`src/rtl/aucohl_adc_seq_if.sv`:
```
// Sequencer-to-ADC-controller and sequencer-to-result-FIFO signal bundle.
// master = sequencer side, slave = ADC controller / FIFO side.
interface aucohl_adc_seq_if #(
    parameter int CW   = 3,
    parameter int SIZE = 8
);
    logic [CW-1:0]      ch_sel;
    logic               adc_soc;
    logic               adc_eoc;
    logic [SIZE-1:0]    adc_data;
    logic               fifo_wr;
    logic [CW+SIZE-1:0] fifo_wdata;
    logic               fifo_full;

    modport master (
        output ch_sel, adc_soc, fifo_wr, fifo_wdata,
        input  adc_eoc, adc_data, fifo_full
    );

    modport slave (
        input  ch_sel, adc_soc, fifo_wr, fifo_wdata,
        output adc_eoc, adc_data, fifo_full
    );
endinterface

```
`src/rtl/aucohl_adc_seq.sv`:
```
// Multi-channel scan sequencer: walks enabled channels, runs 2^avg conversions
// per channel, pushes {channel, average} into the result FIFO.
//
// state | meaning
// IDLE  | waiting for start pulse or period-timer expiry
// NEXT  | examine ch_mask[idx]; select channel or advance
// SOC   | one-cycle start-of-conversion pulse
// WAIT  | wait for adc_eoc, accumulate result
// PUSH  | write averaged result to FIFO (or flag ovf when full)
// DONE  | one-cycle done pulse
module aucohl_adc_seq #(
    parameter int NCH  = 8,
    parameter int CW   = 3,
    parameter int SIZE = 8,
    parameter int TW   = 16
) (
    input  logic            clk,
    input  logic            rst_n,
    input  logic            i_en,
    input  logic            i_start,
    input  logic            i_mode,
    input  logic [TW-1:0]   i_period,
    input  logic [NCH-1:0]  i_ch_mask,
    input  logic [1:0]      i_avg,
    input  logic            i_clr,
    aucohl_adc_seq_if.master bus,
    output logic            o_busy,
    output logic            o_done,
    output logic            o_ovf,
    output logic            o_miss
);
    localparam int ACW = SIZE + 3;

    typedef enum logic [2:0] {
        IDLE = 3'd0,
        NEXT = 3'd1,
        SOC  = 3'd2,
        WAIT = 3'd3,
        PUSH = 3'd4,
        DONE = 3'd5
    } state_t;

    state_t          r_state;
    state_t          w_state_nxt;
    logic [CW-1:0]   r_idx;
    logic [CW-1:0]   r_ch_sel;
    logic [ACW-1:0]  r_acc;
    logic [2:0]      r_cnt;
    logic [TW-1:0]   r_timer;
    logic            r_running;
    logic            r_ovf;
    logic            r_miss;

    logic            w_expire;
    logic            w_trig;
    logic            w_idx_last;
    logic            w_cnt_last;
    logic [2:0]      w_cnt_max;
    logic [SIZE-1:0] w_avg_res;
    logic            w_ovf_set;
    logic            w_miss_set;

    assign w_expire   = i_mode & i_en & r_running & (r_timer == '0);
    assign w_trig     = (r_state == IDLE) & i_en & (i_start | w_expire);
    assign w_idx_last = (r_idx == CW'(NCH - 1));
    assign w_cnt_max  = 3'((4'd1 << i_avg) - 4'd1);
    assign w_cnt_last = (r_cnt == w_cnt_max);
    assign w_avg_res  = SIZE'(r_acc >> i_avg);

    // With period=0 the timer expires every cycle; only IDLE expiries matter.
    assign w_miss_set = w_expire & (r_state != IDLE) & (i_period != '0);
    assign w_ovf_set  = i_en & (r_state == PUSH) & bus.fifo_full;

    always_ff @(posedge clk or negedge rst_n) begin
        if (!rst_n) begin
            r_state <= IDLE;
        end else begin
            r_state <= w_state_nxt;
        end
    end

    always_comb begin
        w_state_nxt = r_state;
        case (r_state)
            IDLE: begin
                if (w_trig) begin
                    w_state_nxt = NEXT;
                end
            end
            NEXT: begin
                if (i_ch_mask[r_idx]) begin
                    w_state_nxt = SOC;
                end else if (w_idx_last) begin
                    w_state_nxt = DONE;
                end
            end
            SOC: begin
                w_state_nxt = WAIT;
            end
            WAIT: begin
                if (bus.adc_eoc) begin
                    w_state_nxt = w_cnt_last ? PUSH : SOC;
                end
            end
            PUSH: begin
                w_state_nxt = w_idx_last ? DONE : NEXT;
            end
            DONE: begin
                w_state_nxt = IDLE;
            end
            default: begin
                w_state_nxt = IDLE;
            end
        endcase
        if (!i_en) begin
            w_state_nxt = IDLE;
        end
    end

    always_ff @(posedge clk or negedge rst_n) begin
        if (!rst_n) begin
            r_idx    <= '0;
            r_ch_sel <= '0;
            r_acc    <= '0;
            r_cnt    <= '0;
        end else if (!i_en) begin
            r_acc <= '0;
            r_cnt <= '0;
        end else begin
            case (r_state)
                IDLE: begin
                    if (w_trig) begin
                        r_idx <= '0;
                        r_acc <= '0;
                        r_cnt <= '0;
                    end
                end
                NEXT: begin
                    if (i_ch_mask[r_idx]) begin
                        r_ch_sel <= r_idx;
                    end else if (!w_idx_last) begin
                        r_idx <= r_idx + CW'(1);
                    end
                end
                WAIT: begin
                    if (bus.adc_eoc) begin
                        r_acc <= r_acc + ACW'(bus.adc_data);
                        r_cnt <= r_cnt + 3'd1;
                    end
                end
                PUSH: begin
                    r_acc <= '0;
                    r_cnt <= '0;
                    if (!w_idx_last) begin
                        r_idx <= r_idx + CW'(1);
                    end
                end
                default: begin
                end
            endcase
        end
    end

    // Period timer keeps running through a scan so the scan period is exact.
    always_ff @(posedge clk or negedge rst_n) begin
        if (!rst_n) begin
            r_timer   <= '0;
            r_running <= 1'b0;
        end else begin
            if (!i_en) begin
                r_timer <= '0;
            end else if (w_trig) begin
                r_timer <= i_period;
            end else if (i_mode && r_running) begin
                r_timer <= (r_timer == '0) ? i_period : r_timer - TW'(1);
            end

            if (!i_mode || !i_en) begin
                r_running <= 1'b0;
            end else if (i_start) begin
                r_running <= 1'b1;
            end
        end
    end

    always_ff @(posedge clk or negedge rst_n) begin
        if (!rst_n) begin
            r_ovf  <= 1'b0;
            r_miss <= 1'b0;
        end else begin
            r_ovf  <= w_ovf_set  | (r_ovf  & ~i_clr);
            r_miss <= w_miss_set | (r_miss & ~i_clr);
        end
    end

    assign bus.ch_sel     = r_ch_sel;
    assign bus.adc_soc    = i_en & (r_state == SOC);
    assign bus.fifo_wr    = i_en & (r_state == PUSH) & ~bus.fifo_full;
    assign bus.fifo_wdata = {r_idx, w_avg_res};

    assign o_busy = (r_state != IDLE);
    assign o_done = i_en & (r_state == DONE);
    assign o_ovf  = r_ovf;
    assign o_miss = r_miss;
endmodule

```
`src/flat_wrapper.sv`:
```
// flat-port wrapper written by rule: the top's interface ports become plain ports
module aucohl_adc_seq_flat 
#(
    parameter int NCH  = 8,
    parameter int CW   = 3,
    parameter int SIZE = 8,
    parameter int TW   = 16
)
  (clk, rst_n, i_en, i_start, i_mode, i_period, i_ch_mask, i_avg, i_clr, o_busy, o_done, o_ovf, o_miss, bus_ch_sel, bus_adc_soc, bus_fifo_wr, bus_fifo_wdata, bus_adc_eoc, bus_adc_data, bus_fifo_full);
  aucohl_adc_seq_if #(.CW(CW), .SIZE(SIZE)) bus_i ();
  input  logic clk;
  input  logic rst_n;
  input  logic i_en;
  input  logic i_start;
  input  logic i_mode;
  input  logic [TW-1:0] i_period;
  input  logic [NCH-1:0] i_ch_mask;
  input  logic [1:0] i_avg;
  input  logic i_clr;
  output logic o_busy;
  output logic o_done;
  output logic o_ovf;
  output logic o_miss;
  output wire logic [$bits(bus_i.ch_sel)-1:0] bus_ch_sel;
  output wire logic [$bits(bus_i.adc_soc)-1:0] bus_adc_soc;
  output wire logic [$bits(bus_i.fifo_wr)-1:0] bus_fifo_wr;
  output wire logic [$bits(bus_i.fifo_wdata)-1:0] bus_fifo_wdata;
  input wire logic [$bits(bus_i.adc_eoc)-1:0] bus_adc_eoc;
  input wire logic [$bits(bus_i.adc_data)-1:0] bus_adc_data;
  input wire logic [$bits(bus_i.fifo_full)-1:0] bus_fifo_full;
  assign bus_ch_sel = bus_i.ch_sel;
  assign bus_adc_soc = bus_i.adc_soc;
  assign bus_fifo_wr = bus_i.fifo_wr;
  assign bus_fifo_wdata = bus_i.fifo_wdata;
  assign bus_i.adc_eoc = bus_adc_eoc;
  assign bus_i.adc_data = bus_adc_data;
  assign bus_i.fifo_full = bus_fifo_full;
  aucohl_adc_seq #(.NCH(NCH), .CW(CW), .SIZE(SIZE), .TW(TW)) u_core (.clk(clk), .rst_n(rst_n), .i_en(i_en), .i_start(i_start), .i_mode(i_mode), .i_period(i_period), .i_ch_mask(i_ch_mask), .i_avg(i_avg), .i_clr(i_clr), .bus(bus_i), .o_busy(o_busy), .o_done(o_done), .o_ovf(o_ovf), .o_miss(o_miss));
endmodule
```
`config.mk`:
```
export PLATFORM = sky130hd
export DESIGN_NAME = aucohl_adc_seq_flat
export DESIGN_NICKNAME = d
export VERILOG_FILES = /design/src/rtl/aucohl_adc_seq_if.sv /design/src/rtl/aucohl_adc_seq.sv /design/src/flat_wrapper.sv
export SDC_FILE = /design/constraint.sdc
export NUM_CORES = 1
export LEC_CHECK = 0
export ABC_AREA = 1
export CAP_MARGIN = 25
export CORE_UTILIZATION = 40
export CTS_BUF_LIST = sky130_fd_sc_hd__clkbuf_8 sky130_fd_sc_hd__clkbuf_16
export CTS_CLUSTER_DIAMETER = 120
export DETAILED_ROUTE_END_ITERATION = 10
export GPL_TIMING_DRIVEN = 0
export MAX_ROUTING_LAYER = met4
export PLACE_DENSITY = 0.67
export SYNTH_ARGS = -nofsm -noshare
export SYNTH_HDL_FRONTEND = slang
export SYNTH_SLANG_ARGS = --single-unit
export TNS_END_PERCENT = 100
```
`constraint.sdc`:
```
create_clock -name clk -period 2.3 [get_ports clk]
set_input_delay 0.575 -clock clk [delete_from_list [all_inputs] [get_ports clk]]
set_output_delay 0.575 -clock clk [all_outputs]
set_load 0.05 [all_outputs]
```
* Yosys cells after proc, flatten, opt, wreduce, memory -nomap -nowiden
Index checks and enable logic that the tools add are counted.
Word-level totals: bits in registers 42, output and inout bits 20, word-level logic and storage cells 91
Operators by class: eq/ne operators 14, reduce and logical (&&, ||, !) cells 14, shift operators 2, magnitude comparators 1, multiplexer cells 27, bitwise gates (word level) 19, $add $sub $neg 5
Operator list (count):
- 2-to-1 mux 16 bit | 4
- 2-to-1 mux 3 bit | 12
- 2-to-1 mux 11 bit | 3
- case mux 11 bit (3 select lines) | 1
- case mux 3 bit (3 select lines) | 2
- logical NOT 16 bit | 1
- nonzero test 16 bit | 1
- subtractor 16 x 1 -> 16 bit, second input constant | 1
- case mux 3 bit (5 select lines) | 1
- AND 1 bit | 14
- adder 11 x 8 -> 11 bit | 1
- right shift 11 x 2 -> 8 bit | 1
- equality test 3 bit, second input constant | 3
- AND reduction 3 bit | 3
- adder 3 x 1 -> 3 bit, second input constant | 2
- equality test 3 x 2 -> 1 bit, second input constant | 2
- nonzero test 3 bit | 2
- less-than comparator 3 x 4 -> 1 bit, second input constant | 1
- inequality test 4 x 1 -> 1 bit, second input constant | 1
- inequality test 4 x 2 -> 1 bit, second input constant | 1
- AND reduction 4 bit | 1
- binary-select mux 1 bit (select 3 bit) | 1
- equality test 3 x 1 -> 1 bit, second input constant | 1
- equality test 3 bit | 1
- other kinds (15) | 21

* Longest topological paths before layout
Gate-level depths: netlist (run 1).
depth after elaboration 8, gate-level depth with buffers 13

* Least setup slack after synthesis (run 1)
Ideal clock, no wire load.
kind input to output, start input i_en, end output bus_adc_soc, path slack -0.570 ns, stages on the path 3, data arrival time 2.295 ns, cell sequence buf_4 inv_1 nor4_1
Between the ends: cells in the longest elaborated chain, start to end 1
Ends and longest elaborated chain:
- start, declared | line flat_wrapper.sv:13 | input logic i_en;
- AND 1 bit | line aucohl_adc_seq.sv:197 | assign bus.adc_soc = i_en & (r_state == SOC);
- end, declared | line flat_wrapper.sv:25 | output wire logic [$bits(bus_i.adc_soc)-1:0] bus_adc_soc;
Every way passes these cells.

* Worst setup path after layout (run 1)
start register u_core.r_state[0], end output bus_adc_soc
Between the ends: cells in the longest elaborated chain, start to end 2
Ends and longest elaborated chain:
- start, declared | line aucohl_adc_seq.sv:43 | state_t r_state;
- start signal, assigned | line aucohl_adc_seq.sv:78 | r_state <= w_state_nxt;
- equality test 3 x 2 -> 1 bit | line aucohl_adc_seq.sv:197
- AND 1 bit | line aucohl_adc_seq.sv:197
Every way passes these cells.

==> flow_metrics.py, run 1 <==
metrics = {
    "status": {
        "status": "completed",
    },
    "setup_path": {
        "start_kind": "flip-flop",
        "crit_arrival_ps": 1650,
        "crit_fanout": 7,
        "required_ps": 1730,
        "critPathKind": "flip-flop to output port",
        "worstSetupEndpointType": "output port",
    },
    "synth": {
        "synth_warnings": 0,
        "synthesis.area_um2": 3641,
        "yosys.area.top_type_share_pct": 28.87,
        "syn_inst": 575,
        "synthesis.nets": 631,
        "syn_avg_cell_area_um2": 6.332,
        "synth_top_cell_by_area": "dfrtp_1",
        "synth_area_leaders": "dfrtp_1 29%, nand2_1 21%, nand3_1 9.5%",
        "ys_ff_latch": 42,
        "synth_cell_types": 37,
        "yosysSeqAreaShare_pct": 28.87,
    },
    "cells_and_area": {
        "finalNetCount": 705,
        "diodes": 0,
        "final_util_pct": 53.08,
        "drive_gt1_share_pct": 11.54,
        "finalNonFillerCells": 758,
        "syn_to_final_growth_pct": 27.77,
    },
    "die": {
        "ioPinCount": 62,
        "initial_core_util_pct": 41.55,
        "dieArea_um2": 9488,
        "die_h_um": 97.41,
        "dieWidth_um": 97.41,
        "num_rows": 34,
        "core_region_area_um2": 8763,
    },
    "power": {
        "p_clk_share_pct": 14.5,
        "p_sw_uw": 2630,
        "seq_power_share_pct": 22.6,
        "p_int_uw": 2531,
        "p_comb_share_pct": 62.9,
        "ir_drop_uv": 410.8,
        "swShare_pct": 50.96,
        "p_leak_uw": 0.002394,
        "p_per_area_nw_per_um2": 1110,
    },
    "placed_design": {
        "placed_cells": 744,
        "gp_congestion": 0.9427,
        "dp.final_hpwl_mm": 7.676,
        "numPortBuffers": 60,
    },
    "sta": {
        "tightest_slew_ps": 509.4,
        "maxSlewViolCount": 0,
        "post-route-period-util_pct": 96.67,
        "maxSlewHeadroom_pct": 65.94,
        "hold_violations": 0,
        "setup_violations": 0,
        "fmax_mhz": 449.8,
        "fin_worst_skew_ps": 10.98,
        "rsz0062_at_grt": "no",
        "fin_crit_ps": 2223,
    },
    "detailed_routing": {
        "wire_per_inst_um": 13.23,
        "drc": 0,
        "drt-pass1-iter-count": 5,
        "ant_nets": 0,
        "first_iter_violations": 127,
        "via_count": 3817,
        "wirelength_mm": 10.03,
        "via_per_inst": 5.036,
    },
    "cts": {
        "numClockSinks": 42,
        "cts_max_level": 2,
        "path_clk_slew_ps": 90,
        "root_buffer": "clkbuf_8",
        "cts_hold_buf": 0,
        "cts_tree": "yes",
        "cts_buffer_depth": 2,
        "insertion_delay_ps": 300,
        "cts_buffers": 5,
    },
    "global_route": {
        "grt_max_degree": 35,
        "grt_use_total_pct": 22.53,
        "grt.overflow.total": 0,
        "antenna_found_initial": 0,
        "grt_pass1_vias": 3696,
        "grt_pass1_wl_mm": 17.08,
    },
    "flow_run": {
        "maxCapViolations": 0,
    },
    "hold_path": {
        "hp-class": "primary input to asynchronous set/reset pin",
    },
}
[cell type report]
type	instances	area (um2)
Inverter	81	304.0
Clock buffer	6	82.58
Fill cell	892	4111
Multi-Input combinational cell	438	2255
Tap cell	108	135.1
Clock inverter	2	60.06
Timing Repair Buffer	67	641.9
Sequential cell	42	1051
Buffer	14	122.6
[registers in the layout, summed over array words and instances, names as in the netlist]
| signal | flops |
|---|---|
| u_core.r_acc | 11 |
| u_core.r_cnt | 3 |
| u_core.r_state | 3 |
| u_core.o_miss | 1 |
| u_core.bus.ch_sel | 3 |
| u_core.o_ovf | 1 |
| u_core.r_timer | 16 |
| u_core.r_idx | 3 |
| u_core.r_running | 1 |
[Yosys cell counts (all sizes together)]
cell type	count
and2	1
xnor2	3
ha	13
nand3b	10
dfrtp	42
clkbuf	5
nor3	3
o211ai	4
o22ai	1
a21boi	1
or2	2
fa	1
nand4	5
a21oi	11
o21ai	42
buf	9
inv	81
nor2	46
o21bai	1
mux2i	4
nor4	3
xor2	6
nand2	209
nand3	72
[cell families (layout without fill, tap and decap cells)]
group / count (synthesis) / count (layout) / synth area share, %
mux: 4 / 4 / 1.100
fa+ha+maj: 14 / 14 / 5.017
compound gates: 60 / 60 / 8.694
buf+inv: 95 / 170 / 10.96
xor+xnor: 9 / 9 / 2.165
simple gates: 351 / 351 / 43.20
flops: 42 / 42 / 28.87
[through the flow]
stage | total power, uW | worst slack [ps] | area (um2) | hold WS (ps) | setup TNS (ps)
final | 5161 | 76.68 | 4652 | 138.5 | 0
after global routing | 5687 | 0.2593 | 4652 | 153.8 | 0
after CTS | 5175 | 0.04186 | 4641 | 142.1 | 0
after detailed placement | 4409 | -937.4 | 4456 | 476.4 | -9327
after global placement | 4351 | -924.9 | 4441 | 472.6 | -37300
after floorplan | 3620 | -228.2 | 3705 | 279.4 | -451.3
[critical path, cell delays in order, from the launching register on]
cell,delay [ps]
dfrtp_1,480
nor4_2,300
dlygate4sd2_1,570
[path summary, 6_finish.rpt]
| path | start | endpoint | slack, ps | cells after the start |
|---|---|---|---|---|
| setup / recovery | u_core.r_state[0] | bus_adc_soc | 80 | 2 |
| hold / removal | rst_n | u_core.r_acc[6] | 140 | 1 |
| setup reg to reg | u_core.r_timer[0] | u_core.r_timer[2] | 350 | 12 |
| hold reg to reg | u_core.bus.ch_sel[2] | u_core.bus.ch_sel[2] | 510 | 2 |
| max in group asynchronous | rst_n | u_core.r_acc[8] | 1690 | 2 |
| min in group clk | u_core.bus.ch_sel[2] | u_core.bus.ch_sel[2] | 510 | 2 |
[power by group through the flow]
stage	Sequential, uW	Clock, uW	Combinational, uW
CTS	1160	768	3240
finish	1170	749	3250
global route	1200	792	3700
floorplan	1230	0	2390
global placement	1170	0	3180
detailed placement	1180	0	3230
[cell usage in the layout (no fill, tap or decap), types with 5 or more instances in the layout]
cell type        Yosys  final
buf_4                1     11
nor2_2               6      6
inv_1               78     77
nand3_1             69     69
o21ai_1              3      6
nand2_1            203    203
ha_1                13     12
clkdlybuf4s50_1      0     45
nor2_1              38     38
buf_2                4      5
buf_6                3      8
o21ai_0             39     33
a21oi_1             11      7
nand3b_1            10     10
clkbuf_8             0      7
xor2_1               6      6
dfrtp_1             42     42
nand4_1              5      5
[what timing repair did]
item / in CTS / in global routing
buffers inserted: 5 / 1
endpoints found under the setup margin: 12 / 14
cloned: 0 / 0
pin swaps: 0 / 1
resized for setup: 68 / 14
[layer usage]
layer  part of all wire (%)  vias to the layer above  GRT usage, %
met4                    1.3                        0         5.769
met3                    2.9                       11         2.374
met1                     47                     1761         28.60
met5                      0                        -             -
li1                       -                     1971             -
met2                     49                       74         38.35
Note: power is estimated with default switching activity, not from simulation.
==> run 2, diff against run 1 <==
--- a/config.mk
+++ b/config.mk
@@ -7,13 +7,15 @@
 export LEC_CHECK = 0
 export ABC_AREA = 1
 export CAP_MARGIN = 25
-export CORE_UTILIZATION = 40
+export CELL_PAD_IN_SITES_DETAIL_PLACEMENT = 1
+export CELL_PAD_IN_SITES_GLOBAL_PLACEMENT = 2
+export CORE_UTILIZATION = 29
 export CTS_BUF_LIST = sky130_fd_sc_hd__clkbuf_8 sky130_fd_sc_hd__clkbuf_16
 export CTS_CLUSTER_DIAMETER = 120
 export DETAILED_ROUTE_END_ITERATION = 10
 export GPL_TIMING_DRIVEN = 0
 export MAX_ROUTING_LAYER = met4
-export PLACE_DENSITY = 0.67
+export PLACE_DENSITY = 0.86
 export SYNTH_ARGS = -nofsm -noshare
 export SYNTH_HDL_FRONTEND = slang
 export SYNTH_SLANG_ARGS = --single-unit
==> flow_metrics.py, run 2 (same netlist as run 1, synthesis figures left out) <==
metrics = {
    "hold_path": {
        "hp-class": "primary input to asynchronous set/reset pin",
    },
    "sta": {
        "hold_violations": 0,
        "fmax_mhz": 455.1,
        "post-route-period-util_pct": 95.53,
        "rsz0062_at_grt": "no",
        "setup_violations": 0,
        "maxSlewHeadroom_pct": 61.45,
        "tightest_slew_ps": 578.2,
        "maxSlewViolCount": 0,
        "fin_worst_skew_ps": 5.551,
        "fin_crit_ps": 2197,
    },
    "detailed_routing": {
        "drt-pass1-iter-count": 4,
        "wirelength_mm": 12.42,
        "via_per_inst": 4.894,
        "via_count": 4008,
        "first_iter_violations": 175,
        "drc": 0,
        "ant_nets": 0,
        "wire_per_inst_um": 15.17,
    },
    "power": {
        "seq_power_share_pct": 21.5,
        "ir_drop_uv": 388.9,
        "p_sw_uw": 2864,
        "p_leak_uw": 0.002409,
        "power_uw": 5443,
        "swShare_pct": 52.62,
        "p_clk_share_pct": 15.5,
        "p_comb_share_pct": 63.0,
        "p_int_uw": 2579,
        "p_per_area_nw_per_um2": 1145,
    },
    "placed_design": {
        "dp.final_hpwl_mm": 9.627,
        "gp_congestion": 0.8579,
        "numPortBuffers": 60,
    },
    "die": {
        "die_h_um": 114.1,
        "initial_core_util_pct": 30.06,
        "dieArea_um2": 13010,
        "ioPinCount": 62,
        "num_rows": 40,
        "core_region_area_um2": 12110,
        "dieWidth_um": 114.1,
    },
    "cts": {
        "cts_max_level": 2,
        "cts_tree": "yes",
        "insertion_delay_ps": 300,
        "numClockSinks": 42,
        "cts_buffer_depth": 2,
        "cts_buffers": 5,
        "cts_hold_buf": 0,
        "path_clk_slew_ps": 70,
        "root_buffer": "clkbuf_16",
    },
    "cells_and_area": {
        "syn_to_final_growth_pct": 30.62,
        "drive_gt1_share_pct": 11.98,
        "largest_register_ffs": 16,
        "final_util_pct": 39.27,
        "top_register": "u_core.r_timer",
        "mostFrequentLayoutCell": "nand2_1",
        "reg.largest.list": "u_core.r_timer: 16 flops, u_core.r_acc: 11 flops",
        "finalNetCount": 706,
        "mostFrequentLayoutCells": "200 x nand2_1, 79 x inv_1, 69 x nand3_1, 45 x clkdlybuf4s50_1, 42 x dfrtp_1",
        "diodes": 0,
    },
    "setup_path": {
        "reg2reg_depth": 12,
        "cp-startpoint": "i_avg[1]",
        "critPathKind": "primary input to output port",
        "reg2reg_to": "u_core.r_timer[12]",
        "regToRegSetupSlack_ps": 280,
        "r2r_start": "u_core.r_timer[0]",
        "crit_arrival_ps": 1620,
        "worstSetupEndpointType": "output port",
        "start_kind": "primary input",
        "crit_fanout": 7,
        "required_ps": 1730,
        "cp-endpoint": "bus_fifo_wdata[0]",
    },
    "global_route": {
        "grt_pass1_wl_mm": 20.74,
        "grt_max_degree": 34,
        "grt_pass1_vias": 4157,
        "antenna_found_initial": 0,
        "grt.overflow.total": 0,
        "grt_use_total_pct": 21.14,
    },
    "flow_run": {
        "maxCapViolations": 0,
    },
    "status": {
        "status": "completed",
    },
}
-- run 2: changes by cell type in the layout (fill, tap and decap cells not counted), sizes merged --
cell,delta
clkbuf,+4
buf,-2
inv,+2
bufinv,-1
clkdlybuf4s15,-1
dlygate4sd2,-1
-- run 2: what timing repair did --
item	in CTS	in global routing
cloned	1	0
setup endpoints to repair	15	13
pin swaps	0	2
buffers inserted	4	2
gates resized for setup	76	14
-- run 2: metal layers --
metal  routed length (um)  GRT usage, %  up-vias
li1                     -             -     1986
met1                 5797         26.14     1951
met2                 6080         35.72       52
met3                  328         3.017       19
met4                  216         6.407        0
met5                    0             -        -
-- run 2: how the worst min path moves through the flow --
stage,startpoint,endpoint,slack [ps],cells past startpoint
5_1_grt,rst_n,u_core.r_timer[3],170,1
3_5_place_dp,rst_n,u_core.r_timer[7],480,1
4_1_cts,rst_n,u_core.r_timer[7],160,1
6_report,rst_n,u_core.r_timer[1],150,1
3_3_place_gp,u_core.bus.ch_sel[0],u_core.bus.ch_sel[0],480,2
2_1_floorplan,rst_n,u_core.bus.ch_sel[0],280,0
-- run 2: stage by stage --
stage / hold WS, ps / instance area, um2 / worst slack, ps / instances / TNS (ps)
finish: 153.6 / 4756 / 102.9 / 819 / 0
CTS: 156.5 / 4737 / 13.06 / 817 / 0
floorplan: 279.4 / 3705 / -228.2 / 575 / -451.3
global placement: 477.2 / 4516 / -933.5 / 803 / -43130
global route: 165.3 / 4756 / 13.69 / 819 / 0
detailed placement: 475.6 / 4531 / -1006 / 804 / -11330
-- run 2: final cells by class --
cell class,instances,area (um2)
multi-input combinational,438,2263
timing repair buffer,68,643.1
tap,168,210.2
buffer,14,121.4
clock buffer,5,125.1
sequential,42,1051
inverter,81,304.0
fill,1597,7356
clock inverter,3,37.54
-- run 2: power by group through the flow --
stage / combinational [uW] / clock [uW] / sequential, uW
global route: 3870 / 889 / 1200
floorplan: 2390 / 0 / 1230
finish: 3430 / 846 / 1170
CTS: 3450 / 866 / 1160
detailed placement: 3430 / 0 / 1170
global placement: 3300 / 0 / 1170
-- run 2: critical path, stage by stage --
cell	delay, ps
dlygate4sd2_1	260
buf_6	140
inv_1	170
nand3_1	100
o211ai_1	110
clkbuf_4	270
==> run 3, diff against run 2 <==
--- a/config.mk
+++ b/config.mk
@@ -11,7 +11,7 @@
 export CELL_PAD_IN_SITES_GLOBAL_PLACEMENT = 2
 export CORE_UTILIZATION = 29
 export CTS_BUF_LIST = sky130_fd_sc_hd__clkbuf_8 sky130_fd_sc_hd__clkbuf_16
-export CTS_CLUSTER_DIAMETER = 120
+export CTS_CLUSTER_DIAMETER = 40
 export DETAILED_ROUTE_END_ITERATION = 10
 export GPL_TIMING_DRIVEN = 0
 export MAX_ROUTING_LAYER = met4
==> constraint.sdc (replaced) <==
create_clock -name clk -period 2.5 [get_ports clk]
set_input_delay 0.625 -clock clk [delete_from_list [all_inputs] [get_ports clk]]
set_output_delay 0.625 -clock clk [all_outputs]
set_load 0.05 [all_outputs]
==> flow_metrics.py, run 3 (same netlist as run 1, synthesis figures left out) <==
metrics = {
    "setup_path": {
        "path_buf_inv": 4,
        "critPathTopFamily": "buffers and inverters",
        "required_ps": 1880,
        "critPathKind": "primary input to output port",
        "cp_common_cell": "buf_6",
        "start_kind": "primary input",
        "worstPathCellList": "dlygate4sd2_1 > clkbuf_8 > buf_6 > nand2_1 > o21ai_1 > mux2i_2 > buf_6",
        "slowest_stage": "dlygate4sd2_1",
        "crit_fanout": 10,
        "worstSetupEndpointType": "output port",
        "crit_arrival_ps": 1810,
        "max_stage_delay_ps": 280,
    },
    "sta": {
        "fin_worst_skew_ps": 5.353,
        "maxSlewViolCount": 0,
        "maxSlewHeadroom_pct": 64.86,
        "setup_violations": 0,
        "fmax_mhz": 410.8,
        "fin_crit_ps": 2434,
        "post-route-period-util_pct": 97.36,
        "hold_ws_ps": 210.5,
        "hold_violations": 0,
        "tightest_slew_ps": 529.1,
    },
    "cts": {
        "numClockSinks": 42,
        "cts_hold_buf": 0,
        "cts_buffers": 5,
        "cts_max_level": 2,
        "insertion_delay_ps": 300,
        "cts_tree": "yes",
        "path_clk_slew_ps": 70,
        "cts_buffer_depth": 2,
        "root_buffer": "clkbuf_16",
    },
    "power": {
        "ir_drop_uv": 382.2,
        "p_leak_uw": 0.002372,
        "p_per_area_nw_per_um2": 1040,
        "power_uw": 4896,
    },
    "status": {
        "status": "completed",
    },
    "detailed_routing": {
        "wirelength_mm": 12.17,
        "drt-pass1-iter-count": 4,
        "via_per_inst": 4.829,
        "wire_per_inst_um": 14.95,
        "drc": 0,
        "via_count": 3931,
        "first_iter_violations": 151,
        "ant_nets": 0,
    },
    "placed_design": {
        "numPortBuffers": 60,
        "gp_congestion": 0.8281,
        "dp.final_hpwl_mm": 9.577,
    },
    "cells_and_area": {
        "syn_to_final_growth_pct": 29.28,
        "largest_register_ffs": 16,
        "reg.largest.list": "u_core.r_timer: 16 flops, u_core.r_acc: 11 flops",
        "finalNetCount": 701,
        "drive_gt1_share_pct": 10.37,
        "diodes": 0,
        "seq_area_um2": 1051,
        "multi_input_area_um2": 2243,
        "top_register": "u_core.r_timer",
        "mostFrequentLayoutCell": "nand2_1",
        "num-fill-cells": 1595,
        "final_util_pct": 38.86,
        "mostFrequentLayoutCells": "203 x nand2_1, 76 x inv_1, 69 x nand3_1, 45 x clkdlybuf4s50_1, 42 x dfrtp_1",
    },
    "global_route": {
        "grt_pass1_wl_mm": 20.35,
        "grt.overflow.total": 0,
        "grt_pass1_vias": 4081,
        "grt_use_total_pct": 20.55,
        "grt_max_degree": 33,
        "antenna_found_initial": 0,
    },
    "flow_run": {
        "maxCapViolations": 0,
    },
    "die": {
        "dieArea_um2": 13010,
        "die_h_um": 114.1,
        "num_rows": 40,
        "ioPinCount": 62,
        "core_region_area_um2": 12110,
        "initial_core_util_pct": 30.06,
        "dieWidth_um": 114.1,
    },
    "hold_path": {
        "hp-class": "primary input to asynchronous set/reset pin",
    },
}
-- run 3: per-layer routing --
| metal | up-vias | GRT usage, % | part of all wire [%] |
|---|---|---|---|
| met3 | 13 | 3.282 | 3.1 |
| met5 | - | - | 0 |
| li1 | 1960 | - | - |
| met1 | 1889 | 26.28 | 48 |
| met4 | 0 | 6.234 | 1.7 |
| met2 | 69 | 33.37 | 47 |
-- run 3: area by class of cell --
type | count | area share, %
multi-input combinational | 438 | 47.66
sequential | 42 | 22.33
timing repair buffer | 63 | 13.29
inverter | 81 | 6.539
tap | 168 | 4.466
clock buffer | 5 | 2.658
buffer | 14 | 2.525
clock inverter | 3 | 0.5316
-- run 3: worst paths after layout --
kind	from	cells past startpoint	slack [ps]	to
min in group clk	u_core.bus.ch_sel[1]	2	510	u_core.bus.ch_sel[1]
max in group asynchronous	rst_n	2	1800	u_core.r_idx[0]
setup / recovery	i_avg[0]	7	70	bus_fifo_wdata[5]
setup reg to reg	u_core.r_state[0]	8	460	u_core.r_acc[7]
hold / removal	rst_n	1	210	u_core.r_timer[15]
hold reg to reg	u_core.bus.ch_sel[1]	2	510	u_core.bus.ch_sel[1]
-- run 3: timing repair --
action / CTS / global route
pin swaps: 1 / 0
setup buffers: 2 / 0
setup endpoints to repair: 12 / 9
resized for setup: 68 / 7
-- run 3: power breakdown --
group / internal (uW) / total [uW] / switching (uW)
sequential: 853 / 1080 / 225
clock: 377 / 704 / 327
combinational: 1050 / 3110 / 2070
total: 2280 / 4900 / 2620
-- run 3: metrics by stage --
step           TNS (ps)  worst slack (ps)  cells  instance area [um2]
2_1_floorplan    -251.3            -128.2    575                 3684
3_3_place_gp     -34790            -939.5    803                 4494
3_5_place_dp      -8454             -1012    804                 4509
4_1_cts               0             16.07    814                 4692
5_1_grt          -1.418            -1.418    814                 4707
6_report              0             65.98    814                 4707
